### config.mk
export PLATFORM = sky130hd
export DESIGN_NAME = iprefetch_flat
export DESIGN_NICKNAME = d
export VERILOG_FILES = /design/src/rtl/iprefetch_pkg.sv /design/src/rtl/iprefetch_if.sv /design/src/rtl/iprefetch.sv /design/src/flat_wrapper.sv
export SDC_FILE = /design/constraint.sdc
export NUM_CORES = 1
export LEC_CHECK = 0
export CAP_MARGIN = 20
export CORE_ASPECT_RATIO = 0.8
export CORE_MARGIN = 10
export CORE_UTILIZATION = 63
export CTS_CLUSTER_DIAMETER = 120
export DETAILED_ROUTE_END_ITERATION = 6
export DONT_BUFFER_PORTS = 1
export PLACE_DENSITY = 0.83
export SETUP_SLACK_MARGIN = 0.15
export SLEW_MARGIN = 20
export SYNTH_ARGS = -nofsm -noshare
export SYNTH_HDL_FRONTEND = slang
export SYNTH_SLANG_ARGS = --single-unit
### constraint.sdc
create_clock -name clock -period 4.1 [get_ports clock]
set_clock_uncertainty 0.1 [all_clocks]
set_input_delay 0.82 -clock clock [delete_from_list [all_inputs] [get_ports clock]]
set_output_delay 0.82 -clock clock [all_outputs]
set_load 0.005 [all_outputs]
### src/rtl/iprefetch_pkg.sv
// iprefetch_pkg: shared state encoding, line geometry and address helper for the prefetcher
package iprefetch_pkg;
  localparam int LINE_BITS = 13;
  typedef enum logic [1:0] {PREF_IDLE, PREF_ISSUE, PREF_COOL, PREF_DONE} pref_state_t;
  function automatic logic [31:0] line_addr(input logic [LINE_BITS-1:0] line);
    return {16'b0, line, 3'b0};
  endfunction
endpackage

### src/rtl/iprefetch_if.sv
// iprefetch_if: fetch/icache-side signals of the next-line prefetcher
interface iprefetch_if;
  logic        squash;
  logic [31:0] fetch_addr;
  logic        fetch_valid;
  logic        dcache_request;
  logic        pref_hit_valid_line;
  logic [31:0] pref2Icache_addr;
  logic        pref2Icache_valid;
  modport master (
    output squash, fetch_addr, fetch_valid, dcache_request, pref_hit_valid_line,
    input  pref2Icache_addr, pref2Icache_valid
  );
  modport slave (
    input  squash, fetch_addr, fetch_valid, dcache_request, pref_hit_valid_line,
    output pref2Icache_addr, pref2Icache_valid
  );
endinterface

### src/rtl/iprefetch.sv
// iprefetch: next-line icache prefetcher issuing up to PREF_DEPTH lines ahead of fetch
module iprefetch
  import iprefetch_pkg::*;
#(
  parameter int PREF_DEPTH = 4,
  parameter int MISS_GAP   = 2
) (
  input logic clock,
  input logic reset,
  iprefetch_if.slave bus
);
  localparam int OFF_W = $clog2(PREF_DEPTH + 1);
  localparam int GAP_W = (MISS_GAP < 1) ? 1 : $clog2(MISS_GAP + 1);
  pref_state_t state, state_n;
  logic [LINE_BITS-1:0] base_line, base_n, line, fetch_line;
  logic [OFF_W-1:0] offset, offset_n;
  logic [GAP_W-1:0] gap_cnt, gap_n;
  logic valid, line_change, last;
  logic unused_addr;
  assign unused_addr = ^{bus.fetch_addr[31:16], bus.fetch_addr[2:0]};
  assign fetch_line  = bus.fetch_addr[15:3];
  assign line        = base_line + LINE_BITS'(offset);
  assign valid       = (state == PREF_ISSUE) && !bus.dcache_request;
  assign line_change = bus.fetch_valid && (state == PREF_IDLE || fetch_line != base_line);
  assign last        = (offset == OFF_W'(PREF_DEPTH)) || (line == '1);
  assign bus.pref2Icache_valid = valid;
  assign bus.pref2Icache_addr  = valid ? line_addr(line) : 32'b0;
  always_ff @(posedge clock) begin
    if (reset) begin
      state     <= PREF_IDLE;
      base_line <= '0;
      offset    <= '0;
      gap_cnt   <= '0;
    end else begin
      state     <= state_n;
      base_line <= base_n;
      offset    <= offset_n;
      gap_cnt   <= gap_n;
    end
  end
  always_comb begin
    state_n  = state;
    base_n   = base_line;
    offset_n = offset;
    gap_n    = gap_cnt;
    if (bus.squash) begin
      state_n  = PREF_IDLE;
      offset_n = '0;
      gap_n    = '0;
    end else if (line_change) begin
      // a fetch line at the very top of the space has nothing ahead of it
      state_n  = (fetch_line == '1) ? PREF_DONE : PREF_ISSUE;
      base_n   = fetch_line;
      offset_n = OFF_W'(1);
      gap_n    = '0;
    end else if (valid) begin
      if (last) state_n = PREF_DONE;
      else begin
        offset_n = offset + OFF_W'(1);
        if (!bus.pref_hit_valid_line && MISS_GAP != 0) begin
          state_n = PREF_COOL;
          gap_n   = GAP_W'(MISS_GAP);
        end
      end
    end else if (state == PREF_COOL) begin
      gap_n   = gap_cnt - GAP_W'(1);
      state_n = (gap_cnt == GAP_W'(1)) ? PREF_ISSUE : PREF_COOL;
    end
  end
endmodule
### src/flat_wrapper.sv
// flat-port wrapper written by rule: the top's interface ports become plain ports
module iprefetch_flat import iprefetch_pkg::*;
#(
  parameter int PREF_DEPTH = 4,
  parameter int MISS_GAP   = 2
)
  (clock, reset, bus_squash, bus_fetch_addr, bus_fetch_valid, bus_dcache_request, bus_pref_hit_valid_line, bus_pref2Icache_addr, bus_pref2Icache_valid);
  iprefetch_if bus_i ();
  input logic clock;
  input logic reset;
  input wire logic [$bits(bus_i.squash)-1:0] bus_squash;
  input wire logic [$bits(bus_i.fetch_addr)-1:0] bus_fetch_addr;
  input wire logic [$bits(bus_i.fetch_valid)-1:0] bus_fetch_valid;
  input wire logic [$bits(bus_i.dcache_request)-1:0] bus_dcache_request;
  input wire logic [$bits(bus_i.pref_hit_valid_line)-1:0] bus_pref_hit_valid_line;
  output wire logic [$bits(bus_i.pref2Icache_addr)-1:0] bus_pref2Icache_addr;
  output wire logic [$bits(bus_i.pref2Icache_valid)-1:0] bus_pref2Icache_valid;
  assign bus_i.squash = bus_squash;
  assign bus_i.fetch_addr = bus_fetch_addr;
  assign bus_i.fetch_valid = bus_fetch_valid;
  assign bus_i.dcache_request = bus_dcache_request;
  assign bus_i.pref_hit_valid_line = bus_pref_hit_valid_line;
  assign bus_pref2Icache_addr = bus_i.pref2Icache_addr;
  assign bus_pref2Icache_valid = bus_i.pref2Icache_valid;
  iprefetch #(.PREF_DEPTH(PREF_DEPTH), .MISS_GAP(MISS_GAP)) u_core (.clock(clock), .reset(reset), .bus(bus_i));
endmodule
# [Word level (Yosys, flattened, before mapping)]
# Index checks and enable logic that the tools add are counted.
# W data, S select, Z words.
[op_classes] add_sub_neg=3 n_eq_ne=11 n_mux=14 n_bitwise=2 reduce_logical=16
[ops] cell="$eq A13 B13 Y1 const B" count=2
[ops] cell="$mux W2" count=10
[ops] cell="$mux W16" count=1
[ops] cell="$add A13 B3 Y13" count=1
[ops] cell="$ne A13 B13 Y1" count=1
[ops] cell="$reduce_and A2 Y1" count=4
[ops] cell="$eq A2 B1 Y1 const B" count=2
[ops] cell="$ne A2 B2 Y1 const B" count=2
[ops] cell="$ne A4 B4 Y1 const B" count=1
[ops] cell="$reduce_bool A2 Y1" count=2
[ops] cell="$add A3 B1 Y3 const B" count=1
[ops] cell="$eq A3 B3 Y1 const B" count=1
[ops] cell="$mux W1" count=3
[ops] cell="$reduce_and A3 Y1" count=1
[ops] cell="$reduce_bool A3 Y1" count=1
[ops] cell="$reduce_or A3 Y1" count=1
[ops] cell="$eq A2 B2 Y1 const B" count=1
[ops] cell="$logic_and A1 B1 Y1" count=2
[ops] cell="$logic_not A2 Y1" count=1
[ops] cell="$logic_or A1 B1 Y1" count=2
[ops] cell="$ne A2 B1 Y1 const B" count=1
[ops] cell="$not A1 Y1" count=2
[ops] cell="$reduce_or A2 Y1" count=1
[ops] cell="$sub A2 B1 Y2 const B" count=1
[ops] cell="$logic_not A1 Y1" count=1
[totals] reg_bits=20 in_bits=38 out_inout_bits=33 wordCells=51

# [Depth between registers and ports, before layout]
[logic_depth] depth_word=6 ltp_mapped=8

# [Worst setup path before layout]
# OpenSTA, ideal clock, no wires.
[synth_path] path_kind="reg2reg" startpoint="register u_core.offset[0]" endpoint="register u_core.offset[2]" arrival_ns=2.727 setup_slack_ns=1.158 path_stages_with_launch=9 synth_period_minus_slack_ns=2.942 path_cell_list="dfxtp_1 ha_1 fa_1 xnor2_1 or3_1 or4_4 a2111o_1 and4_1 o21a_1"
[synth_via] elab_chain_len=5 elab_cells_between_ends=7
[synth_lines] item="start, declared" line_no="iprefetch.sv:16" rtl="logic [OFF_W-1:0] offset, offset_n;"
[synth_lines] item="start signal, assigned" line_no="iprefetch.sv:37" rtl="offset <= offset_n;"
[synth_lines] item="$add A13 B3 Y13" line_no="iprefetch.sv:22" rtl="assign line = base_line + LINE_BITS'(offset);"
[synth_lines] item="$eq A13 B13 Y1" line_no="iprefetch.sv:25" rtl="assign last = (offset == OFF_W'(PREF_DEPTH)) || (line == '1);"
[synth_lines] item="$logic_or A1 B1 Y1" line_no="iprefetch.sv:25"
[synth_lines] item="$not A1 Y1 (no line)"
[synth_lines] item="$reduce_and A2 Y1 (no line)"
# Several ways; a longest one is shown, not always the timed one.
# A chain may end at the register's enable or synchronous reset.

# [Worst setup path after layout]
[layout_path] startpoint="register u_core.offset[0]" endpoint="output bus_pref2Icache_addr[15]"
[layout_via] elab_chain_len=2
[layout_lines] item="$add A13 B3 Y13" line_no="iprefetch.sv:22"
[layout_lines] item="$mux W16" line_no="iprefetch.sv:27" rtl="assign bus.pref2Icache_addr = valid ? line_addr(line) : 32'b0;"
[layout_lines] item="end, declared" line_no="flat_wrapper.sv:16" rtl="output wire logic [$bits(bus_i.pref2Icache_addr)-1:0] bus_pref2Icache_addr;"
# No other way between the ends.

==> out/results.ini <==
[global_route]
grt_antenna_before_repair = 0
grt_pass1_vias = 1332
grt_max_degree = 16
overflow = 0
grt_pass1_wl_mm = 6.40
grtUsageTotal_pct = 15.1

[clocking]
clkTransAtPathRegs_ns = 0.10
cts_htree_levels = 1
numCtsBuffers = 3
ctsLongestPathBuffers = 2
cts.sinks = 20
cts.repair.resized = 0
postCtsHoldBufs = 0
cts_tree = done
clk_latency_ns = 0.29
cts_post_setup_buffers_inserted = 0
cts-root-buf = clkbuf_4

[logic_synthesis]
yosysTopAreaCellShare_pct = 24.7
postSynthAreaPerCell_um2 = 7.95
syn_inst = 204
syn_area_um2 = 1620
ys_types = 44
ys_ff_latch = 20
ys_warn_count = 0
ys.flop_type = dfxtp_1
synth.yosys.seq_area_share_pct = 24.7
ys_async_sr_fraction_pct = 0
synth_top_area_cell = dfxtp_1
synth_edf_count = 0
synth_area_leaders = dfxtp_1 25%, buf_4 8.8%, mux2i_1 8.0%

[power_and_ir_drop]
total_power_mw = 0.356
cellPowerDensity_nw_per_um2 = 226
peakVddDrop_v = 0.000213
p_leak_nw = 0.651

[min_path]
hold_depth = 1
holdCritPathClass = reg2reg
holdPathEnd = u_core.gap_cnt[0]
min_from = u_core.gap_cnt[0]

[place]
hpwl_mm = 3.35
place.gp.congestion = 0.971
placed_area_um2 = 1550
place_ws_ns = 0.922
dp_cells = 232
numPortBuffers = 0

[die]
die_x_um = 76.7
ios = 71
rows = 16
start_util_pct = 65.9
die_area_um2 = 5020
die-height_um = 65.4
core_um2 = 2460

[setup_path]
r2r_cells = 8
crit_chain = ha_1 -> fa_1 -> a21oi_1 -> nor4_1 -> xnor2_1 -> nor2_1
rr_endpoint = u_core.offset[0]
arrival_ns = 2.37
end_kind = output port
worstSetupPathType = reg2out
crit_slowest_cell = a21oi_1
critPathLaunchType = flip-flop
r2r-start = u_core.offset[0]
ff2ff_setup_slack_ns = 0.85
worstPathMaxFanout = 8
slowest_delay_ns = 0.50
required_ns = 3.18

[cells_and_area]
diodes = 0
stdcell_count = 235
drive_gt1_share_pct = 5.03
fin_area_um2 = 1570
fin_nets = 246
postLayoutCoreUtil_pct = 63.9
mostFrequentLayoutCells = 29 x nor2_1, 20 x dfxtp_1, 19 x conb_1
areaGrowthSynthToFinish_pct = -3.01
layout_commonest_cell = nor2_1

[timing]
finalCritPeriodShare_pct = 80.3
fmax_ghz = 0.304
finalMaxSlewViolations = 0
finalWorstSetupSlack_ns = 0.806
fin_hold_ws_ns = 0.394
worst_pin_slew_ns = 0.811
setup_viol = 0
rsz0062_at_grt = false
finalSetupTns_ns = 0
hold_viol = 0
final.min_clock_period_ns = 3.29
max_slew_margin_pct = 45.8

[route]
drcViolationCount = 0
vias_per_cell = 5.98
drt_iter0_drc = 116
first_pass_iters = 4
wl_per_cell_um = 17.3
via_count = 1406
routed_wirelength_mm = 4.08
ant_nets = 0

[run]
drv_cap = 0

[run_status]
status = completed

## registers in the layout, indices dropped and copies added (netlist names)
signal and count:
u_core.offset 3, u_core.state 2, u_core.base_line 13, u_core.gap_cnt 2
## how the worst max path moves through the flow
| stage | from | to | slack (ns) | depth (start not counted) |
|---|---|---|---|---|
| floorplan | u_core.offset[0] | u_core.offset[2] | 1.16 | 8 |
| global placement | u_core.offset[0] | u_core.gap_cnt[0] | 0.96 | 8 |
| detailed placement | u_core.offset[0] | u_core.offset[0] | 0.92 | 8 |
| CTS | u_core.offset[0] | u_core.gap_cnt[0] | 0.87 | 8 |
| global route | u_core.offset[0] | u_core.gap_cnt[0] | 0.61 | 8 |
| finish | u_core.offset[0] | bus_pref2Icache_addr[15] | 0.81 | 6 |
## where the power goes
group / internal (mW) / switching [mW] / total (mW)
sequential: 0.202 / 0.0134 / 0.215
combinational: 0.0225 / 0.0290 / 0.0515
clock: 0.0342 / 0.0553 / 0.0895
## critical path: cells and delay by family (launching register included)
family | cells | cell delay, ns
AO/OA/AOI/OAI | 1 | 0.50
XOR/XNOR | 1 | 0.30
adder cells (fa/ha/maj) | 2 | 0.66
flip-flops | 1 | 0.36
AND/OR/NAND/NOR | 2 | 0.26
## layer usage
metal	share of wire [%]	routed length, um	GRT usage, %
met2	44	1810	24.3
met3	13	524	6.25
met1	41	1690	18.0
met4	1.3	51	4.86
met5	0	0	0
## final cells by class
type / instances / area (um^2)
inverter: 7 / 26.3
fill: 229 / 888
sequential: 20 / 400
tap: 36 / 45.0
multi-input combinational: 169 / 1080
clock buffer: 3 / 22.5
## synthesized netlist by cell type, drive strengths merged, types with 5 or more instances
master and count:
ha 6, o21ai 7, nand3 6, xor2 14
inv 7, nand4 6, mux2i 13, nor2 29
a21oi 10, dfxtp 20, xnor2 8, buf 22
nor4 5, nand2 11
## cells by family (layout without fill, tap and decap cells)
kind of cell | count (synthesis) | in the layout | synth area share (%)
muxes | 13 | 13 | 8.02
other | 1 | 19 | 0.231
xor gates and xnor gates | 22 | 22 | 11.9
buffers and inverters | 33 | 10 | 13.0
DFF | 20 | 20 | 24.7
adders and majority gates | 7 | 7 | 5.86
and+or+nand+nor | 76 | 76 | 23.6
AOI/OAI and AO/OA | 32 | 32 | 12.8
(Power assumes the default switching activity.)
